===== src/rtl/btn_gesture_decoder.sv =====
// Button gesture decoder: classifies debounced press/release pulses into
// single click, double click and long press one-cycle pulses.
module btn_gesture_decoder #(
    parameter int unsigned LONG_CYCLES = 50_000_000,
    parameter int unsigned GAP_CYCLES  = 12_500_000,
    parameter int unsigned CNT_W       = 32
) (
    input  logic clk,
    input  logic rst,
    input  logic btn_down,
    input  logic btn_up,
    output logic click,
    output logic dbl_click,
    output logic long_press,
    output logic held
);

    typedef enum logic [2:0] {
        IDLE   = 3'd0,
        PRESS1 = 3'd1,
        LONG   = 3'd2,
        WAIT2  = 3'd3,
        PRESS2 = 3'd4
    } state_t;

    localparam logic [CNT_W-1:0] LONG_LAST = CNT_W'(LONG_CYCLES - 1);
    localparam logic [CNT_W-1:0] GAP_LAST  = CNT_W'(GAP_CYCLES - 1);

    state_t           state;
    state_t           state_nx;
    logic [CNT_W-1:0] timer;
    logic [CNT_W-1:0] timer_nx;
    logic             click_nx;
    logic             dbl_nx;
    logic             long_nx;
    logic             held_nx;
    logic             down_q;
    logic             up_q;

    // Simultaneous press and release is illegal from the debouncer: drop both.
    assign down_q = btn_down & ~btn_up;
    assign up_q   = btn_up & ~btn_down;

    always_ff @(posedge clk) begin
        if (rst) begin
            state      <= IDLE;
            timer      <= '0;
            click      <= 1'b0;
            dbl_click  <= 1'b0;
            long_press <= 1'b0;
            held       <= 1'b0;
        end else begin
            state      <= state_nx;
            timer      <= timer_nx;
            click      <= click_nx;
            dbl_click  <= dbl_nx;
            long_press <= long_nx;
            held       <= held_nx;
        end
    end

    always_comb begin
        state_nx = state;
        click_nx = 1'b0;
        dbl_nx   = 1'b0;
        long_nx  = 1'b0;
        timer_nx = timer;

        case (state)
            IDLE: begin
                if (down_q) state_nx = PRESS1;
            end
            PRESS1: begin
                if (up_q) begin
                    state_nx = WAIT2;
                end else if (timer == LONG_LAST) begin
                    state_nx = LONG;
                    long_nx  = 1'b1;
                end
            end
            LONG: begin
                if (up_q) state_nx = IDLE;
            end
            WAIT2: begin
                if (down_q) begin
                    state_nx = PRESS2;
                end else if (timer == GAP_LAST) begin
                    state_nx = IDLE;
                    click_nx = 1'b1;
                end
            end
            PRESS2: begin
                if (up_q) begin
                    state_nx = IDLE;
                    dbl_nx   = 1'b1;
                end else if (timer == LONG_LAST) begin
                    // First tap already completed, so it still counts as a click.
                    state_nx = LONG;
                    click_nx = 1'b1;
                    long_nx  = 1'b1;
                end
            end
            default: state_nx = IDLE;
        endcase

        // Timer restarts on every state entry; it is frozen where no timeout applies.
        if (state_nx != state) begin
            timer_nx = '0;
        end else if (state == PRESS1 || state == WAIT2 || state == PRESS2) begin
            timer_nx = timer + CNT_W'(1);
        end

        held_nx = (state_nx == PRESS1) || (state_nx == PRESS2) || (state_nx == LONG);
    end

endmodule

===== config.mk =====
export PLATFORM = sky130hd
export DESIGN_NAME = btn_gesture_decoder
export DESIGN_NICKNAME = d
export VERILOG_FILES = /design/src/rtl/btn_gesture_decoder.sv
export SDC_FILE = /design/constraint.sdc
export NUM_CORES = 1
export LEC_CHECK = 0
export BUFFER_PORTS_ARGS = -buffer_cell sky130_fd_sc_hd__buf_2
export CAP_MARGIN = 20
export CORE_MARGIN = 1.5
export CORE_UTILIZATION = 25
export CTS_BUF_LIST = sky130_fd_sc_hd__clkbuf_4 sky130_fd_sc_hd__clkbuf_8
export CTS_CLUSTER_DIAMETER = 100
export DETAILED_ROUTE_END_ITERATION = 10
export GPL_TIMING_DRIVEN = 0
export PLACE_DENSITY_LB_ADDON = 0.3
export SYNTH_ARGS = -nofsm -noshare
export SYNTH_HDL_FRONTEND = slang
export SYNTH_SLANG_ARGS = --single-unit

===== constraint.sdc =====
create_clock -name clk -period 2.4 [get_ports clk]
set_input_delay 0.72 -clock clk [delete_from_list [all_inputs] [get_ports clk]]
set_output_delay 0.72 -clock clk [all_outputs]
set_load 0.005 [all_outputs]

==> metrics.txt, run 1 <==
Initial Util 26.33%; Place WS -0.5337 ns; die area roughly 8300 um2; PortBufs 7; vias in the first global route 1,679; shortest period the worst path allows around 2.5 ns; Remaining DRCs 0; clock share of power around 37%; Yosys Warn Count 0; wire per inst approximately 13 um; grt met1 use 16.31%; CTS sink cnt 39; placed wire-length estimate 3301 um; clk root buf clkbuf_8; CTS tree done; boundary pin count 8; reg2reg start timer[11]$_SDFFE_PP0P_; endpoint class of the critical path flop; Min-Delay Startpoint timer[25]$_SDFFE_PP0P_; leakage 0.8059 nW; drt first pass iters 4; Die Wd 91.11 um; post-route insts no fill 354; register area share after synthesis 40.23%; Worst EP required 2.65 ns; Mapped Area around 1900 um2; via count 1,678; clk slew on worst S/H paths 0.09 ns; Post-synth EDFFs 0; Design Area, Final 2440 um2; share of layout cells above drive strength 1 20.78%; Peak VDD IR 0.2636 mV; Switching Share 25.53%; Crit path arrival time 2.74 ns; placed inst area 2105 um2; status finished, violations left; Post-Place Cells 337; Util after Layout roughly a third; placer's final routability congestion estimate 0.7809; placement row count 31; count of pins over their slew limit 0; layer with the highest usage met2; register share of total power 54.3%; logic gate share of total power 8.3%; Syn-to-layout area delta 25.73%; top cells by area, synth dfxtp_1 (40%), nor2_1 (8.5%), xnor2_1 (7.7%); Core ar. about 7400 um2; crit-path max FO 3; Avg Cell Area, Syn approximately 8.4 um2; All-Layer GR Usage about an eighth; Max-Cap Viols 0; ANT nets after route 0; clock skew 0.01249 ns; vias per cell 4.740; clock latency at the later pin of the worst-skew pair 0.30 ns; met3 usage 2.931%; Rel. slew slack 59.94%; initial antenna violation count 0; crit path from timer[11]$_SDFFE_PP0P_; number of hold buffers added after CTS 0; count of cell types in the netlist 46; switching pwr 0.3097 mW; largest net degree at the start of global routing 14; H-tree depth 2; critical path class reg2reg; M2 GR Usage roughly 20%; Synth top area share 40.23%; antenna cell count 0; async set-or-reset flop fraction in the synthesized netlist 0%; Final WS setup -0.09087 ns; Hold Vio Cnt, Final 0; top cells by count, synth nor2_1 (44), dfxtp_1 (39), xnor2_1 (17), nand2_1 (16), xor2_1 (15); setup TNS -0.2936 ns; final WL 4635 um; first-pass GRT wire length 8148 um; class of the worst hold path reg2reg; initial drt markers 85; nets between 200 and 300; unrepaired setup endpoints after global routing yes; CTS Buf Count 5; top-count cell post-synth nor2_1; Yosys top cell by area dfxtp_1; die height 91.11 um; max frequency 401.5 MHz; Startpoint Class flop; total global routing overflow 0; Final Power 1.213 mW; Yosys reg bits 39; Cells after Synth 231; Hold Slack between 0.5 and 0.6 ns; Cell Pwr Density 497.2 nW/um2; final cycle utilization of the critical path 103.8%; number of setup violations in the final report 12; Primary FF master, synth dfxtp_1; P_int roughly 0.9 mW; CTS Buffer Depth 2; Worst Tran Pin Value 0.5963 ns; failing checks setup timing; Synth Net Count 236
## routing by layer
layer  vias up  share of wire [%]
met4         0                1.5
met3         7                3.6
met1       782                 49
met2        27                 46
met5         -                  0
li1        862                  -
## registers in the layout, summed over array words and instances (netlist names)
name	count
dbl_click	1
state	3
long_press	1
click	1
timer	32
held	1
## power by group through the flow
| stage | logic, mW | clock network [mW] | registers (mW) |
|---|---|---|---|
| after floorplan | 0.0449 | 0 | 0.669 |
| after global placement | 0.0660 | 0 | 0.669 |
| after detailed placement | 0.0657 | 0 | 0.669 |
| after CTS | 0.0969 | 0.475 | 0.658 |
| after global routing | 0.110 | 0.507 | 0.660 |
| final | 0.101 | 0.454 | 0.659 |
## timing repair
item	in CTS	in global routing
gates resized for setup	31	9
buffers inserted	9	1
cloned	1	0
endpoints found under the setup margin	33	32
pin swaps	10	3
## worst max-delay path, stage by stage (launching register included)
cell       delay [ns]
dfxtp_2          0.33
or4b_4           0.53
or4_4            0.43
or3_4            0.36
a221o_1          0.37
a2111oi_4        0.30
a31o_1           0.13
## kinds of logic (layout without fill, tap and decap cells)
logic type	after synthesis	in the layout	synth area share [%]
flops	39	39	40.23
fa+ha+maj	1	1	0.6446
compound gates	22	22	9.155
simple gates	121	121	32.11
xor+xnor	32	32	14.44
buf+inv	15	39	2.901
mux	1	1	0.5158
## final cells by class
class	instances	area, um2
fillers	787	4930
multi-input cells	177	1212
flip-flops and latches	39	787.0
repair buffers	18	145.1
well taps	99	123.9
clock buffers	5	68.82
plain buffers	5	52.55
inverters	8	30.03
clock inverters	3	20.02
## final timing paths
path                            end  slack [ns]  cells after the start
max reg2reg         held$_SDFF_PP0_       -0.09                      6
min reg2reg  timer[25]$_SDFFE_PP0P_        0.53                      2
max                 held$_SDFF_PP0_       -0.09                      6
min          timer[25]$_SDFFE_PP0P_        0.53                      2
## placed cells by master, fill, tap and decap left out, drive strengths merged, types with 3 or more instances in the layout
cell / Yosys / routed
a21oi: 3 / 3
and3: 4 / 4
and4: 3 / 3
buf: 1 / 22
clkbuf: 6 / 6
dfxtp: 39 / 39
inv: 8 / 8
nand2: 16 / 16
nand2b: 4 / 4
nand3: 8 / 8
nand4: 12 / 12
nor2: 44 / 44
nor2b: 4 / 4
nor3: 8 / 8
nor4: 5 / 5
or3: 3 / 3
or4: 3 / 3
xnor2: 17 / 17
xor2: 15 / 15
(Power assumes the default switching activity.)
==> inputs of run 2 (changes only) <==
- CORE_MARGIN: 1.5 -> 10
==> metrics.txt, run 2 (synthesis gave the netlist of run 1 again) <==
status finished, violations left; failing checks setup timing; class of the worst hold path reg2reg; CTS Buffer Depth 2 (unchanged); share of layout cells above drive strength 1 28.85% (+8.1 points); CP max-delay cell or4b_4; final cycle utilization of the critical path 106.2% (+2.4 points); first-pass GRT wire length 7886 um (-3.2%); Worst EP required 2.63 ns (-0.02 ns); initial drt markers 55 (-35%); most frequent cells in the layout dfxtp_1 (34), nor2_1 (25), xnor2_1 (17), nand2_1 (16), xor2_1 (15); reg2reg start timer[10]$_SDFFE_PP0P_; post-route insts no fill 362 (+2.3%); Rel. slew slack 64.22% (+4.3 points); CTS tree done; Core ar. 7647 um2 (+3.8%); P_int 0.9375 mW (+3.8%); Final Power 1.230 mW (+1.4%); H-tree depth 2 (unchanged); endpoint class of the critical path flop; register share of total power 53.4% (-0.9 points); All-Layer GR Usage 8.397% (-4.0 points); boundary pin count 8 (unchanged); crit path from timer[10]$_SDFFE_PP0P_; placer's final routability congestion estimate 0.8281 (+6.0%); Switching Share 23.76% (-1.8 points); antenna cell count 0 (unchanged); Util after Layout 33.80% (+0.70 points); clock share of power 36.4% (-1.0 points); max reg flops 32 (unchanged); CTS Buf Count 5 (unchanged); Design Area, Final 2585 um2 (+5.9%); placement row count 32 (+3.2%); crit-path leading delay family simple AND/OR/NAND/NOR gates; clk slew on worst S/H paths 0.08 ns (about the same); largest net degree at the start of global routing 12 (-2); PortBufs 7 (unchanged); Min-Delay Startpoint timer[13]$_SDFFE_PP0P_; final WL 4797 um (+3.5%); CP Buf/Inv Count 0 (unchanged); most common cell after layout, fill and taps aside dfxtp_1; CTS sink cnt 39 (unchanged); max frequency 392.3 MHz (-2.3%); clk root buf clkbuf_8; drt first pass iters 4 (unchanged); critical path class reg2reg; Die Wd 108.1 um (+19%); Hold Vio Cnt, Final 0 (unchanged); die area 11,690 um2 (+41%); Worst Tran Pin Value 0.5325 ns (-0.06371 ns); vias per cell 4.757 (+0.35%); Place WS -0.6576 ns (-0.1239 ns); largest register by flop count timer; die height 108.1 um (+19%); Largest regs timer: 32 flops, state: 3 flops; crit-path max FO 3 (unchanged); logic gate share of total power 10.2% (+1.9 points); shortest period the worst path allows 2.549 ns (+0.05852 ns); clock latency at the later pin of the worst-skew pair 0.29 ns (about the same); Crit path arrival time 2.78 ns (+0.04 ns); placed wire-length estimate 3275 um (-0.79%); switching pwr 0.2922 mW (-5.7%); Cell Pwr Density 475.7 nW/um2 (-4.3%); clock skew 0.006934 ns (-0.005551 ns); Initial Util 25.38% (-0.96 points); wire per inst 13.25 um (+1.2%); Startpoint Class flop; number of setup violations in the final report 33 (+21); leakage 0.8422 nW (+4.5%); Final WS setup -0.1494 ns (-0.05852 ns); total global routing overflow 0 (unchanged); unrepaired setup endpoints after global routing yes; number of hold buffers added after CTS 0 (unchanged); Max-Cap Viols 0 (unchanged); nets 264 (+1.9%); placed inst area 2108 um2 (+0.18%); Syn-to-layout area delta 33.20%; Post-Place Cells 340 (+0.89%); via count 1,722 (+2.6%); CP peak stage delay 0.51 ns (-0.02 ns); CP cell instances or4b_4 -> or4_4 -> or3_4 -> a221o_1 -> a2111oi_4 -> a31o_1; count of pins over their slew limit 0 (unchanged); ANT nets after route 0 (unchanged); vias in the first global route 1,626 (-3.2%); Peak VDD IR 0.2618 mV (-0.71%); Remaining DRCs 0 (unchanged); initial antenna violation count 0 (unchanged)
-- run 2: metal layers --
layer / routed length (um) / GRT usage, % / vias to the layer above
met2: 2289 / 13.15 / 29
li1: - / - / 866
met4: 53 / 3.244 / 0
met1: 2208 / 10.56 / 822
met5: 0 / 0 / -
met3: 246 / 2.558 / 5
-- run 2: worst register-to-register path, delay by kind of cell (launching register included) --
family | cells | cell delay, ns
flops | 1 | 0.35
compound gates | 3 | 0.82
simple gates | 3 | 1.32
-- run 2: what timing repair did --
action                                  CTS  global route
gates resized for setup                  33            40
setup buffers                            12             5
endpoints found under the setup margin   33            34
pin swaps                                 6            17
cloned                                    2             0
-- run 2: per-stage QoR --
| step | hold slack [ns] | setup TNS, ns |
|---|---|---|
| after floorplan | 0.4792 | -0.02849 |
| after global placement | 0.5031 | -16.62 |
| after detailed placement | 0.5131 | -15.55 |
| after CTS | 0.5258 | -1.542 |
| after global routing | 0.5660 | -6.979 |
| final | 0.5406 | -3.874 |
-- run 2: worst paths after layout --
check	end	slack, ns	cells past startpoint
worst min-delay path	timer[13]$_SDFFE_PP0P_	0.54	2
worst max-delay path	held$_SDFF_PP0_	-0.15	6
worst max register to register	held$_SDFF_PP0_	-0.15	6
worst min register to register	timer[13]$_SDFFE_PP0P_	0.54	2
-- run 2: power by group through the flow --
stage / Sequential [mW] / Combinational (mW) / Clock [mW]
floorplan: 0.669 / 0.0449 / 0
CTS: 0.657 / 0.107 / 0.467
finish: 0.657 / 0.125 / 0.448
global placement: 0.669 / 0.0671 / 0
detailed placement: 0.669 / 0.0666 / 0
global route: 0.658 / 0.135 / 0.501
-- run 2: cell type report --
class,count,area [um2]
Tap cell,102,127.6
Timing Repair Buffer,24,212.7
Sequential cell,39,789.5
Multi-Input combinational cell,177,1294
Clock buffer,7,83.83
Clock inverter,1,5.005
Fill cell,812,5062
Inverter,8,30.03
Buffer,4,42.54
==> inputs of run 3 (changes only) <==
- clock period: 2.4 -> 2.16 ns (I/O delays scaled with it)
==> metrics.txt, run 3 (synthesis gave the netlist of run 1 again) <==
Hold Vio Cnt, Final 0 (unchanged); vias in the first global route 1,619 (-0.43%); Final WS setup -0.3339 ns (-0.1845 ns); Cell Pwr Density 613.7 nW/um2 (+29%); most common cell after layout, fill and taps aside dfxtp_1; setup TNS -9.630 ns (-5.756 ns); boundary pin count 8 (unchanged); Util after Layout 34.02% (+0.21 points); crit-path leading delay family simple AND/OR/NAND/NOR gates; Initial Util 25.38% (unchanged); final WL 4665 um (-2.8%); initial antenna violation count 0 (unchanged); via count 1,725 (+0.17%); met3 usage 2.261% (-0.30 points); unrepaired setup endpoints after global routing yes; placed wire-length estimate 3258 um (-0.53%); Crit path arrival time 2.74 ns (-0.04 ns); All-Layer GR Usage 8.213% (-0.18 points); CP Buf/Inv Count 0 (unchanged); Startpoint Class flop; critical path class reg2reg; Die Wd 108.1 um (unchanged); CTS tree done; number of setup violations in the final report 34 (+3.0%); clock share of power 46.3% (+9.9 points); status finished, violations left; shortest period the worst path allows 2.494 ns (-0.05549 ns); crit-path max FO 2 (-1); max frequency 401.0 MHz (+2.2%); first-pass GRT wire length 7886 um (unchanged); CP max-delay cell or4b_4; CTS Buf Count 5 (unchanged); failing checks setup timing; die height 108.1 um (unchanged); Rel. slew slack 57.98% (-6.2 points); Max-Cap Viols 0 (unchanged); Peak VDD IR 0.2608 mV (-0.37%); layer with the highest usage met2; P_int 1.261 mW (+34%); Largest regs timer: 32 flops, state: 3 flops; CP peak stage delay 0.53 ns (+0.02 ns); Remaining DRCs 0 (unchanged); largest net degree at the start of global routing 13 (+1); register share of total power 45.7% (-7.7 points); CTS sink cnt 39 (unchanged); placer's final routability congestion estimate 0.7852 (-5.2%); drt first pass iters 4 (unchanged); Worst Tran Pin Value 0.6255 ns (+0.09294 ns); CTS Buffer Depth 2 (unchanged); nets 263 (-0.38%); PortBufs 7 (unchanged); fillers 806 (-0.74%); antenna cell count 0 (unchanged); Worst EP required 2.40 ns (-0.23 ns); number of hold buffers added after CTS 0 (unchanged); largest register by flop count timer; Core ar. 7647 um2 (unchanged); Switching Share 21.03% (-2.7 points); count of pins over their slew limit 0 (unchanged); grt met1 use 10.31% (-0.25 points); placement row count 32 (unchanged); Syn-to-layout area delta 34.04%; wire per inst 12.92 um (-2.5%); vias per cell 4.778 (+0.45%); clk slew on worst S/H paths 0.08 ns (about the same); class of the worst hold path reg2reg; switching pwr 0.3357 mW (+15%); share of layout cells above drive strength 1 29.73% (+0.88 points); clock skew 0.009793 ns (+0.002859 ns); die area 11,690 um2 (unchanged); most frequent cells in the layout dfxtp_1 (35), nor2_1 (21), nor2_2 (20), xnor2_1 (17), nand2_1 (16); CP cell instances or4b_4 -> or4_4 -> or3_4 -> a221o_1 -> a2111oi_2 -> a31o_1; M2 GR Usage 13.45% (+0.30 points); endpoint class of the critical path flop; final cycle utilization of the critical path 115.5% (+9.2 points); ANT nets after route 0 (unchanged); H-tree depth 2 (unchanged); clk root buf clkbuf_8; logic gate share of total power 8.0% (-2.2 points); total global routing overflow 0 (unchanged); clock latency at the later pin of the worst-skew pair 0.29 ns (about the same); leakage 0.8805 nW (+4.5%); initial drt markers 48 (-13%); max reg flops 32 (unchanged)
run 3: cell types whose count changed in the layout (fill, tap and decap cells not counted), sizes merged:
cell	before	now
clkbuf	10	12
bufinv	0	2
clkinv	1	0
buf	25	21
run 3: cell type report:
class / instances / area (um2) / share of cell area (%)
clock buffers: 6 / 76.32 / 2.934
clock inverters: 2 / 60.06 / 2.309
inverters: 8 / 30.03 / 1.154
multi-input cells: 177 / 1260 / 48.44
well taps: 102 / 127.6 / 4.906
plain buffers: 6 / 70.07 / 2.694
flip-flops and latches: 39 / 785.8 / 30.21
repair buffers: 21 / 191.4 / 7.359
run 3: layer usage:
metal	share of wire, %	routed length (um)	vias up
met5	0	0	-
met2	48	2253	12
met3	2.8	131	6
met4	1.1	51	0
met1	48	2229	841
li1	-	-	866
run 3: final timing paths:
kind	from	endpoint	slack, ns	cells past startpoint
worst max-delay path	timer[11]$_SDFFE_PP0P_	held$_SDFF_PP0_	-0.33	6
worst min-delay path	timer[13]$_SDFFE_PP0P_	timer[13]$_SDFFE_PP0P_	0.53	2
worst max register to register	timer[11]$_SDFFE_PP0P_	held$_SDFF_PP0_	-0.33	6
worst min register to register	timer[13]$_SDFFE_PP0P_	timer[13]$_SDFFE_PP0P_	0.53	2
run 3: tightest hold or removal path, stage by stage (launching register included):
cell     delay [ns]
dfxtp_1        0.36
xnor2_1        0.08
nor2_1         0.07
run 3: stage by stage:
| step | hold WS, ns | area, um2 | std cells | setup slack (ns) | total power [mW] |
|---|---|---|---|---|---|
| global route | 0.5563 | 2601 | 361 | -0.3994 | 1.648 |
| CTS | 0.5330 | 2455 | 358 | -0.3479 | 1.593 |
| floorplan | 0.4792 | 1974 | 231 | -0.2685 | 0.8011 |
| finish | 0.5336 | 2601 | 361 | -0.3339 | 1.596 |
| global placement | 0.5041 | 2137 | 340 | -0.8071 | 0.8242 |
| detailed placement | 0.5042 | 2137 | 340 | -0.7121 | 0.8245 |
run 3: timing repair:
item                                    4_1_cts  5_1_grt
pin swaps                                     9       12
gates cloned                                  2        1
setup buffers                                 8        3
resized for setup                            18       36
endpoints found under the setup margin       34       36
run 3: power groups by stage:
stage | Clock, mW | Combinational, mW | Sequential [mW]
finish | 0.739 | 0.128 | 0.730
global route | 0.780 | 0.138 | 0.731
CTS | 0.754 | 0.112 | 0.726
detailed placement | 0 | 0.0812 | 0.743
global placement | 0 | 0.0813 | 0.743
floorplan | 0 | 0.0581 | 0.743
